$ cat config.mk
export PLATFORM = sky130hd
export DESIGN_NAME = seg_display_arbiter
export DESIGN_NICKNAME = d
export VERILOG_FILES = /design/src/rtl/seg_display_pkg.sv /design/src/rtl/rr_next_sel.sv /design/src/rtl/seg_display_arbiter.sv
export SDC_FILE = /design/constraint.sdc
export NUM_CORES = 1
export LEC_CHECK = 0
export BUFFER_PORTS_ARGS = -buffer_cell sky130_fd_sc_hd__buf_2
export CAP_MARGIN = 20
export CORE_MARGIN = 4
export CORE_UTILIZATION = 50
export DETAILED_ROUTE_END_ITERATION = 8
export PLACE_DENSITY = 0.8
export SLEW_MARGIN = 20
export SYNTH_ARGS = -nofsm -noshare
export SYNTH_HDL_FRONTEND = slang
export SYNTH_SLANG_ARGS = --single-unit
$ cat constraint.sdc
create_clock -name clk -period 7.25 [get_ports clk]
set_input_delay 0.725 -clock clk [delete_from_list [all_inputs] [get_ports clk]]
set_output_delay 0.725 -clock clk [all_outputs]
set_load 0.01 [all_outputs]
$ cat src/rtl/seg_display_pkg.sv
// Shared types and constants for the seven-segment display arbiter.
package seg_display_pkg;

  typedef enum logic [1:0] {
    ST_IDLE     = 2'd0,
    ST_ROTATE   = 2'd1,
    ST_OVERRIDE = 2'd2
  } arb_state_e;

  localparam int SEG_DIGITS = 4;
  localparam int SEL_W      = 2;

endpackage

$ cat src/rtl/rr_next_sel.sv
// Combinational round-robin finder: first set valid bit starting at start
// (inclusive) or start+1 (exclusive, wrapping back to start as last resort).
module rr_next_sel
  import seg_display_pkg::*;
#(
  parameter int NUM_SRC = 4
) (
  input  logic [NUM_SRC-1:0] valid,
  input  logic [SEL_W-1:0]   start,
  input  logic               inclusive,
  output logic [SEL_W-1:0]   next,
  output logic               found
);

  int cand;

  always_comb begin
    next  = start;
    found = 1'b0;
    cand  = 0;
    for (int k = 0; k < NUM_SRC; k++) begin
      cand = int'(start) + k + (inclusive ? 0 : 1);
      if (cand >= NUM_SRC) cand = cand - NUM_SRC;
      for (int j = 0; j < NUM_SRC; j++) begin
        if (!found && cand == j && valid[j]) begin
          found = 1'b1;
          next  = SEL_W'(j);
        end
      end
    end
  end

endmodule

$ cat src/rtl/seg_display_arbiter.sv
// Shares the 4-digit hex display between NUM_SRC status sources and one
// priority override; every output is registered from the next-state values.
module seg_display_arbiter
  import seg_display_pkg::*;
#(
  parameter int NUM_SRC      = 4,
  parameter int DWELL_CYCLES = 100_000_000,
  parameter int HOLD_CYCLES  = 50_000_000
) (
  input  logic                    clk,
  input  logic                    rst_n,
  input  logic [16*NUM_SRC-1:0]   src_value,
  input  logic [NUM_SRC-1:0]      src_valid,
  input  logic                    auto_en,
  input  logic                    btn_next,
  input  logic                    ovr_req,
  input  logic [15:0]             ovr_value,
  output logic                    ovr_gnt,
  output logic [SEL_W-1:0]        sel,
  output logic [4*SEG_DIGITS-1:0] digits,
  output logic [SEL_W-1:0]        ones_place,
  output logic                    dp_en
);

  localparam int DIGITS_W = 4 * SEG_DIGITS;
  localparam int DWELL_W  = $clog2(DWELL_CYCLES);
  localparam int HOLD_W   = (HOLD_CYCLES > 1) ? $clog2(HOLD_CYCLES) : 1;
  localparam logic [DWELL_W-1:0] DWELL_LAST = DWELL_W'(DWELL_CYCLES - 1);
  localparam logic [HOLD_W-1:0]  HOLD_LAST  = HOLD_W'(HOLD_CYCLES - 1);

  arb_state_e          state, state_d;
  logic [SEL_W-1:0]    sel_d;
  logic [DWELL_W-1:0]  dwell, dwell_d;
  logic [HOLD_W-1:0]   hold, hold_d;
  logic [DIGITS_W-1:0] digits_d;
  logic                dp_en_d, ovr_gnt_d;

  logic [SEL_W-1:0]    rr_next;
  logic                rr_found;
  logic                any_valid, cur_valid;
  logic [15:0]         next_value;

  assign any_valid  = |src_valid;
  assign ones_place = sel;

  // Leaving IDLE or OVERRIDE keeps the current source if it is still valid;
  // an advance from ROTATE looks past it first.
  rr_next_sel #(.NUM_SRC(NUM_SRC)) u_rr (
    .valid     (src_valid),
    .start     (sel),
    .inclusive (state != ST_ROTATE),
    .next      (rr_next),
    .found     (rr_found)
  );

  always_comb begin
    cur_valid = 1'b0;
    for (int j = 0; j < NUM_SRC; j++) begin
      if (sel == SEL_W'(j)) cur_valid = src_valid[j];
    end
  end

  always_comb begin
    next_value = '0;
    for (int j = 0; j < NUM_SRC; j++) begin
      if (sel_d == SEL_W'(j)) next_value = src_value[16*j +: 16];
    end
  end

  // State register
  always_ff @(posedge clk or negedge rst_n) begin
    if (!rst_n) begin
      state <= ST_IDLE;
      sel   <= '0;
      dwell <= '0;
      hold  <= '0;
    end else begin
      state <= state_d;
      sel   <= sel_d;
      dwell <= dwell_d;
      hold  <= hold_d;
    end
  end

  // Next-state logic
  always_comb begin
    state_d = state;
    sel_d   = sel;
    dwell_d = dwell;
    hold_d  = hold;
    unique case (state)
      ST_IDLE: begin
        if (ovr_req) begin
          state_d = ST_OVERRIDE;
          hold_d  = '0;
        end else if (any_valid && rr_found) begin
          state_d = ST_ROTATE;
          sel_d   = rr_next;
          dwell_d = '0;
        end
      end
      ST_ROTATE: begin
        if (ovr_req) begin
          state_d = ST_OVERRIDE;
          hold_d  = '0;
        end else if (!any_valid) begin
          state_d = ST_IDLE;
        end else if (!cur_valid || btn_next || (auto_en && dwell == DWELL_LAST)) begin
          sel_d   = rr_next;
          dwell_d = '0;
        end else if (auto_en) begin
          dwell_d = dwell + 1'b1;
        end else begin
          dwell_d = '0;
        end
      end
      ST_OVERRIDE: begin
        if (hold != HOLD_LAST) hold_d = hold + 1'b1;
        if (!ovr_req && hold == HOLD_LAST) begin
          hold_d  = '0;
          dwell_d = '0;
          if (any_valid && rr_found) begin
            state_d = ST_ROTATE;
            sel_d   = rr_next;
          end else begin
            state_d = ST_IDLE;
          end
        end
      end
      default: state_d = ST_IDLE;
    endcase
  end

  // Output logic, evaluated on next state so outputs land one cycle after cause
  always_comb begin
    digits_d  = '0;
    dp_en_d   = 1'b0;
    ovr_gnt_d = 1'b0;
    unique case (state_d)
      ST_OVERRIDE: begin
        ovr_gnt_d = 1'b1;
        digits_d  = ovr_value;
      end
      ST_ROTATE: begin
        dp_en_d  = 1'b1;
        digits_d = next_value;
      end
      default: ;
    endcase
  end

  always_ff @(posedge clk or negedge rst_n) begin
    if (!rst_n) begin
      digits  <= '0;
      dp_en   <= 1'b0;
      ovr_gnt <= 1'b0;
    end else begin
      digits  <= digits_d;
      dp_en   <= dp_en_d;
      ovr_gnt <= ovr_gnt_d;
    end
  end

endmodule

# Word level (Yosys, flattened, before mapping)
# Cells that the tools add are included.
[classes] addsub=13 mul=0 div=0 n_lt_le_gt_ge=4 eq_ne=33 n_shift=0 mux=74 bitwise_logic=0 reduce_logical=66
[ops] op="$eq 32x3->1 const B" n=8
[ops] op="$mux 27" n=7
[ops] op="$eq 32x2->1 const B" n=4
[ops] op="$ge 32x4->1 const B" n=4
[ops] op="$logic_not 32->1" n=4
[ops] op="$mux 32" n=4
[ops] op="$sub 32x4->32 const B" n=4
[ops] op="$add 32x32->32" n=3
[ops] op="$pmux 27 s3" n=1
[ops] op="$mux 26" n=3
[ops] op="$mux 16" n=4
[ops] op="$mux 2" n=27
[ops] op="$pmux 26 s2" n=1
[ops] op="$logic_and 1x1->1" n=34
[ops] op="$add 3x32->32" n=1
[ops] op="$pmux 16 s2" n=1
[ops] op="$add 27x1->27 const B" n=1
[ops] op="$eq 27x27->1 const B" n=1
[ops] op="$add 26x1->26 const B" n=1
[ops] op="$eq 26x26->1 const B" n=1
[ops] op="$ne 26x26->1 const B" n=1
[ops] op="$mux 1" n=24
[ops] op="$logic_not 1->1" n=17
[ops] op="$eq 2x2->1 const B" n=6
[ops] op="other kinds (15)" n=28
[word_totals] register_bits=75 latch_bits=0 ramBits=0 mem_bits_ro=0 output_inout_bits=22 mem_count=0

# Depth between registers and ports, before layout
[logic_depth] word_depth=78 ltp_mapped=19

# Hierarchy
# A second synthesis with hierarchy kept.
[unflattened] cells_unflattened=592 hier_area_um2=5261.3
[modules_own_cells] mod="seg_display_arbiter" n_inst=1 cells_per_inst=520 area_per_inst_um2=4737.0
[modules_own_cells] mod="rr_next_sel" n_inst=1 cells_per_inst=72 area_per_inst_um2=524.3

# Worst setup path before layout
# Ideal clock, no wire load.
[synth_timing] path_type="register to register" startpoint="reg sel[0], in the netlist ones_place[0]" endpoint="reg digits[0]" setup_time_ps=92 t_arrival_ps=3967 required_ps=7158 path_slack_ps=3192 path_stages_with_launch=19 period_less_slack_ps=4058 cell_sequence="dfrtp_1 buf_2 inv_1 nand2_1 fa_1 buf_4 mux2i_1 a31oi_1 a211oi_1 nand3b_1 nand3b_1 a21oi_1 or2_2 ha_1 nor2b_1 buf_4 dlygate4sd3_1 nand2_1 o221ai_1"
[synth_between] elab_chain_cells=76 elab_cells_between_ends=148
[synth_lines] element="start, declared" line_no="seg_display_arbiter.sv:19" rtl="output logic [SEL_W-1:0] sel,"
[synth_lines] element="start signal, assigned" line_no="seg_display_arbiter.sv:79" rtl="sel <= sel_d;"
[synth_lines] element="$add 3x32->32" line_no="rr_next_sel.sv:22" rtl="cand = int'(start) + k + (inclusive ? 0 : 1);"
[synth_lines] element="$sub 32x4->32 / $ge 32x4->1 (equally long branches)" line_no="rr_next_sel.sv:23" rtl="if (cand >= NUM_SRC) cand = cand - NUM_SRC;"
[synth_lines] element="$mux 32" line_no="rr_next_sel.sv:23"
[synth_lines] element="$logic_not 32->1" line_no="rr_next_sel.sv:25" rtl="if (!found && cand == j && valid[j]) begin"
[synth_lines] element="$logic_and 1x1->1" line_no="rr_next_sel.sv:25"
[synth_lines] element="$mux 1" line_no="rr_next_sel.sv:25"
[synth_lines] element="$logic_not 1->1" line_no="rr_next_sel.sv:25"
[synth_lines] element="$logic_and 1x1->1 (2 in series)" line_no="rr_next_sel.sv:25"
[synth_lines] element="(+57 left out)"
[synth_lines] element="$mux 2 / $logic_and 1x1->1 (equally long branches)" line_no="seg_display_arbiter.sv:108, seg_display_arbiter.sv:96, seg_display_arbiter.sv:122"
[synth_lines] element="$mux 2 (on tied branches)" line_no="seg_display_arbiter.sv:106, seg_display_arbiter.sv:96, seg_display_arbiter.sv:122"
[synth_lines] element="$mux 2 (on tied branches)" line_no="seg_display_arbiter.sv:103, seg_display_arbiter.sv:93, seg_display_arbiter.sv:119"
[synth_lines] element="$pmux 2 s3" line_no="seg_display_arbiter.sv:91" rtl="unique case (state)"
[synth_lines] element="$logic_not 2->1" line_no="seg_display_arbiter.sv:66" rtl="if (sel_d == SEL_W'(j)) next_value = src_value[16*j +: 16];"
[synth_lines] element="$mux 16 (4 in series)" line_no="seg_display_arbiter.sv:66"
[synth_lines] element="$pmux 16 s2 *" line_no="seg_display_arbiter.sv:139" rtl="unique case (state_d)"
[synth_lines] element="via digits_d[0]" line_no="seg_display_arbiter.sv:35" rtl="logic [DIGITS_W-1:0] digits_d;"
[synth_lines] element="end signal, assigned" line_no="seg_display_arbiter.sv:158" rtl="digits <= digits_d;"
[synth_lines] element="end, declared" line_no="seg_display_arbiter.sv:20" rtl="output logic [4*SEG_DIGITS-1:0] digits,"
# Mark *: on every way through the listed nets, which the timed path passes. The rest lies on a longest branch.
# A chain may end at the register's enable or synchronous reset.

# Worst setup path after layout
[layout_timing] startpoint="reg state[0]" endpoint="reg digits[1]"
[layout_between] elab_chain_cells=78 elab_cells_between_ends=141
[layout_lines] element="start, declared" line_no="seg_display_arbiter.sv:31" rtl="arb_state_e state, state_d;"
[layout_lines] element="start signal, assigned" line_no="seg_display_arbiter.sv:78" rtl="state <= state_d;"
[layout_lines] element="$ne 2x1->1" line_no="seg_display_arbiter.sv:51" rtl=".inclusive (state != ST_ROTATE),"
[layout_lines] element="$mux 1" line_no="rr_next_sel.sv:22"
[layout_lines] element="$add 3x32->32" line_no="rr_next_sel.sv:22"
[layout_lines] element="$sub 32x4->32 / $ge 32x4->1 (equally long branches)" line_no="rr_next_sel.sv:23"
[layout_lines] element="$mux 32" line_no="rr_next_sel.sv:23"
[layout_lines] element="$logic_not 32->1" line_no="rr_next_sel.sv:25"
[layout_lines] element="$logic_and 1x1->1" line_no="rr_next_sel.sv:25"
[layout_lines] element="$mux 1" line_no="rr_next_sel.sv:25"
[layout_lines] element="(+60 left out)"
[layout_lines] element="$mux 2 / $logic_and 1x1->1 (equally long branches)" line_no="seg_display_arbiter.sv:108, seg_display_arbiter.sv:96, seg_display_arbiter.sv:122"
[layout_lines] element="$mux 2 (on tied branches)" line_no="seg_display_arbiter.sv:106, seg_display_arbiter.sv:96, seg_display_arbiter.sv:122"
[layout_lines] element="$mux 2 (on tied branches)" line_no="seg_display_arbiter.sv:103, seg_display_arbiter.sv:93, seg_display_arbiter.sv:119"
[layout_lines] element="$pmux 2 s3" line_no="seg_display_arbiter.sv:91"
[layout_lines] element="$logic_not 2->1" line_no="seg_display_arbiter.sv:66"
[layout_lines] element="$mux 16 (4 in series)" line_no="seg_display_arbiter.sv:66"
[layout_lines] element="$pmux 16 s2 *" line_no="seg_display_arbiter.sv:139"
[layout_lines] element="via digits_d[1]" line_no="seg_display_arbiter.sv:35"
# Marks and branches as above.

==> summary.md <==
| Metric | Value |
|---|---|
| Outcome | completed |
| Post-synthesis cell type count | 67 |
| Pre-antenna DRT Iters | 5 |
| Seq/Total Area, Yosys | between 30% and 40% |
| Post-route cell area | between 5000 and 6000 um^2 |
| Hold Crit Class | in -> async |
| Hold-fix buffers, CTS | 0 |
| Worst Max-Slew Pin Slew | 0.979 ns |
| Pre-CTS WS | approximately 2.4 ns |
| Via/cell ratio | roughly 6 |
| Layout Cells excl Fill | roughly 780 |
| Pwr dens | roughly 310 nW/um^2 |
| GP Congestion | 0.957 |
| DRC | 0 |
| Slew HR | about a third |
| Crit Path Max Fanout | 16 |
| Total negative setup slack | 0 ns |
| Final-report hold violation count | 0 |
| Synth Flop Type | dfrtp_1 |
| CP Capture Type | flip-flop |
| Final HPWL DP | approximately 10000 um |
| Placement row count | 36 |
| Initial Utilization | 51.0% |
| Final Util | approximately three fifths |
| Number of synthesized flops with an enable pin | 0 |
| Clk sinks | 75 |
| CTS buffer count | 9 |
| FMAX | about 200 MHz |
| Post-synth top area share | between 30% and 40% |
| Layout cells sized above 1 | a little under a quarter |
| Yosys reg bits | 75 |
| Skew final | 0.00577 ns |
| Clk Latency, worst-skew pair | between 0.3 and 0.4 ns |
| RSZ-0062 raised after global routing | no |
| TritonCTS clock tree | done |
| Synthesized area | between 4000 and 5000 um^2 |
| Crit share post-route | ~69% |
| Input/output buffers | 110 |
| Post-CTS Repair Setup Buffers | 0 |
| Pin count of the biggest net entering global routing | 76 |
| Min Tclk post-route | about 5 ns |
| Reg clk slew, reported paths | approximately 0.070 ns |
| Die area | ~12000 um^2 |
| Die Y | about 110 um |
| Clk buf depth | 2 |
| Max rail drop VDD | 202 uV |
| Global-route wire length before repair | 21800 um |
| Number of global-route vias before repair | approximately 4600 |
| Avg WL per Cell | about 17 um |
| Critical path class | reg -> reg |
| Via count | about 4600 |
| Flop-to-flop setup slack | 2.23 ns |
| Iteration-0 DRC Markers | roughly 400 |
| Final setup fails | 0 |
| Cells after Synth | between 500 and 600 |
| Nets | between 700 and 800 |
| Synth area leader | dfrtp_1 |
| CP Launch Type | flip-flop |
| Root Driver | clkbuf_8 |
| Static leakage | 0.00266 uW |
| Core area | 9680 um^2 |
| Syn_nets | between 600 and 700 |
| Post-cts resize count | 0 |
| Antenna Cells | 0 |
| Antenna viol nets, final | 0 |
| Ports | 111 |
| Yosys warning total | 0 |
| Area grow syn2layout | 15.6% |
| Total Routing Usage GR | between 20% and 30% |
| Data arrival, critical path | 5.26 ns |
| Syn avg cell area | around 9.0 um^2 |
| Dpl cells | approximately 770 |
| Die X | ~110 um |
| Worst path required time | 7.49 ns |
| Placed cell area | around 5500 um^2 |
| Initial antenna violation count | 0 |
| Max_cap viols | 0 |
| Setup ws final | around 2.2 ns |
| Final wirelength | 13300 um |
| Asr flop ratio synth | 100% |
| Slew Limit Fails | 0 |
| H-tree depth | 3 |
| Global route overflow | 0 |
| Dominant cells by area after synthesis | dfrtp_1 38%, mux2i_1 7.3%, nor2_1 5.0%, nand2_1 4.7%, xnor2_1 3.4% |
==> report_power, final <==
group          internal, uW  total [uW]  switching, uW
clock network           200         355            155
logic                   359         877            518
registers               485         553           68.5
total                  1040        1780            741
==> cells by family after synthesis <==
| group | Yosys count | share of synthesized area (%) |
|---|---|---|
| flops | 75 | 38.0 |
| buf+inv | 48 | 5.09 |
| simple gates | 241 | 24.6 |
| compound gates | 101 | 15.1 |
| xor+xnor | 36 | 6.38 |
| mux | 39 | 7.97 |
| fa+ha+maj | 11 | 2.94 |
==> per-stage QoR <==
stage                     hold WS, ns  total power (uW)
after floorplan                 0.429              1230
after global placement          0.500              1390
after detailed placement        0.506              1420
after CTS                       0.522              1780
after global routing            0.553              1900
final                           0.480              1780
==> cell usage after synthesis (3+ instances only) <==
library cell	n
dfrtp_1	75
nand3b_1	5
nand2b_1	6
ha_1	10
clkbuf_1	14
o31ai_1	8
inv_1	19
o41ai_1	3
o221ai_1	17
nor3_1	18
nor2_1	66
and2_1	3
xnor2_1	19
a21o_1	4
or2_2	3
buf_6	3
buf_2	3
a22o_1	4
a211oi_1	4
nand2_1	62
xor2_1	17
nand4_1	8
mux2_2	3
o21ai_0	26
nor2b_1	5
and3_1	12
mux2i_1	36
a21oi_1	11
nor3b_1	3
nand3_1	23
or3_1	4
buf_4	5
a31oi_1	3
nor4_1	9
==> state kept, by name, summed over array words and instances (netlist names) <==
name / cells
digits: 16
ovr_gnt: 1
ones_place: 2
hold: 26
dwell: 27
dp_en: 1
state: 2
==> metal layers <==
metal	vias up	share of wire [%]	track usage [%]
met5	-	0	0
met3	47	8.6	6.84
met2	232	44	36.0
met4	0	5.4	14.1
li1	2167	-	-
met1	2131	42	29.8
==> layout by cell type, fill, tap and decap left out, drive strengths merged, types with 2 or more instances in the layout <==
| cell type | instances |
|---|---|
| a211oi | 4 |
| a21o | 4 |
| a21oi | 11 |
| a22o | 4 |
| a22oi | 2 |
| a311oi | 2 |
| a31oi | 3 |
| and2 | 4 |
| and3 | 14 |
| buf | 112 |
| bufinv | 2 |
| clkbuf | 10 |
| clkinv | 2 |
| dfrtp | 75 |
| ha | 10 |
| inv | 19 |
| mux2 | 3 |
| mux2i | 36 |
| nand2 | 62 |
| nand2b | 6 |
| nand3 | 23 |
| nand3b | 5 |
| nand4 | 8 |
| nand4bb | 2 |
| nor2 | 66 |
| nor2b | 5 |
| nor3 | 18 |
| nor3b | 3 |
| nor4 | 11 |
| o21ai | 28 |
| o221ai | 17 |
| o31ai | 9 |
| o41ai | 4 |
| or2 | 3 |
| or3 | 4 |
| or4b | 2 |
| xnor2 | 19 |
| xor2 | 17 |
==> worst max-delay path, stage by stage, from the launching register on <==
cell      delay [ns]
dfrtp_1         0.57
nor2b_1         0.63
nand2_1         0.19
fa_1            0.78
mux2i_1         0.25
a31oi_1         0.10
a211oi_1        0.37
nand3b_1        0.17
nand3b_1        0.20
a21oi_1         0.14
or2_2           0.13
ha_1            0.26
nor2_1          0.12
nand4_1         0.58
o221ai_1        0.43
==> final timing paths <==
kind | start | endpoint | cells after the start
min reg2reg | dwell[7]$_DFFE_PN0P_ | dwell[7]$_DFFE_PN0P_ | 1
min | rst_n | dwell[22]$_DFFE_PN0P_ | 1
max reg2reg | state[0]$_DFF_PN0_ | digits[1]$_DFF_PN0_ | 14
min in group clk | dwell[7]$_DFFE_PN0P_ | dwell[7]$_DFFE_PN0P_ | 1
max | state[0]$_DFF_PN0_ | digits[1]$_DFF_PN0_ | 14
max in group asynchronous | rst_n | hold[3]$_DFFE_PN0P_ | 1
==> layout make-up <==
type | instances | area (um^2)
Clock inverter | 5 | 77.6
Multi-Input combinational cell | 428 | 2820
Tap cell | 133 | 166
Sequential cell | 75 | 1880
Inverter | 19 | 71.3
Timing Repair Buffer | 112 | 568
Clock buffer | 10 | 138
Fill cell | 777 | 3970
No activity file was read; power rests on OpenSTA's default activity.
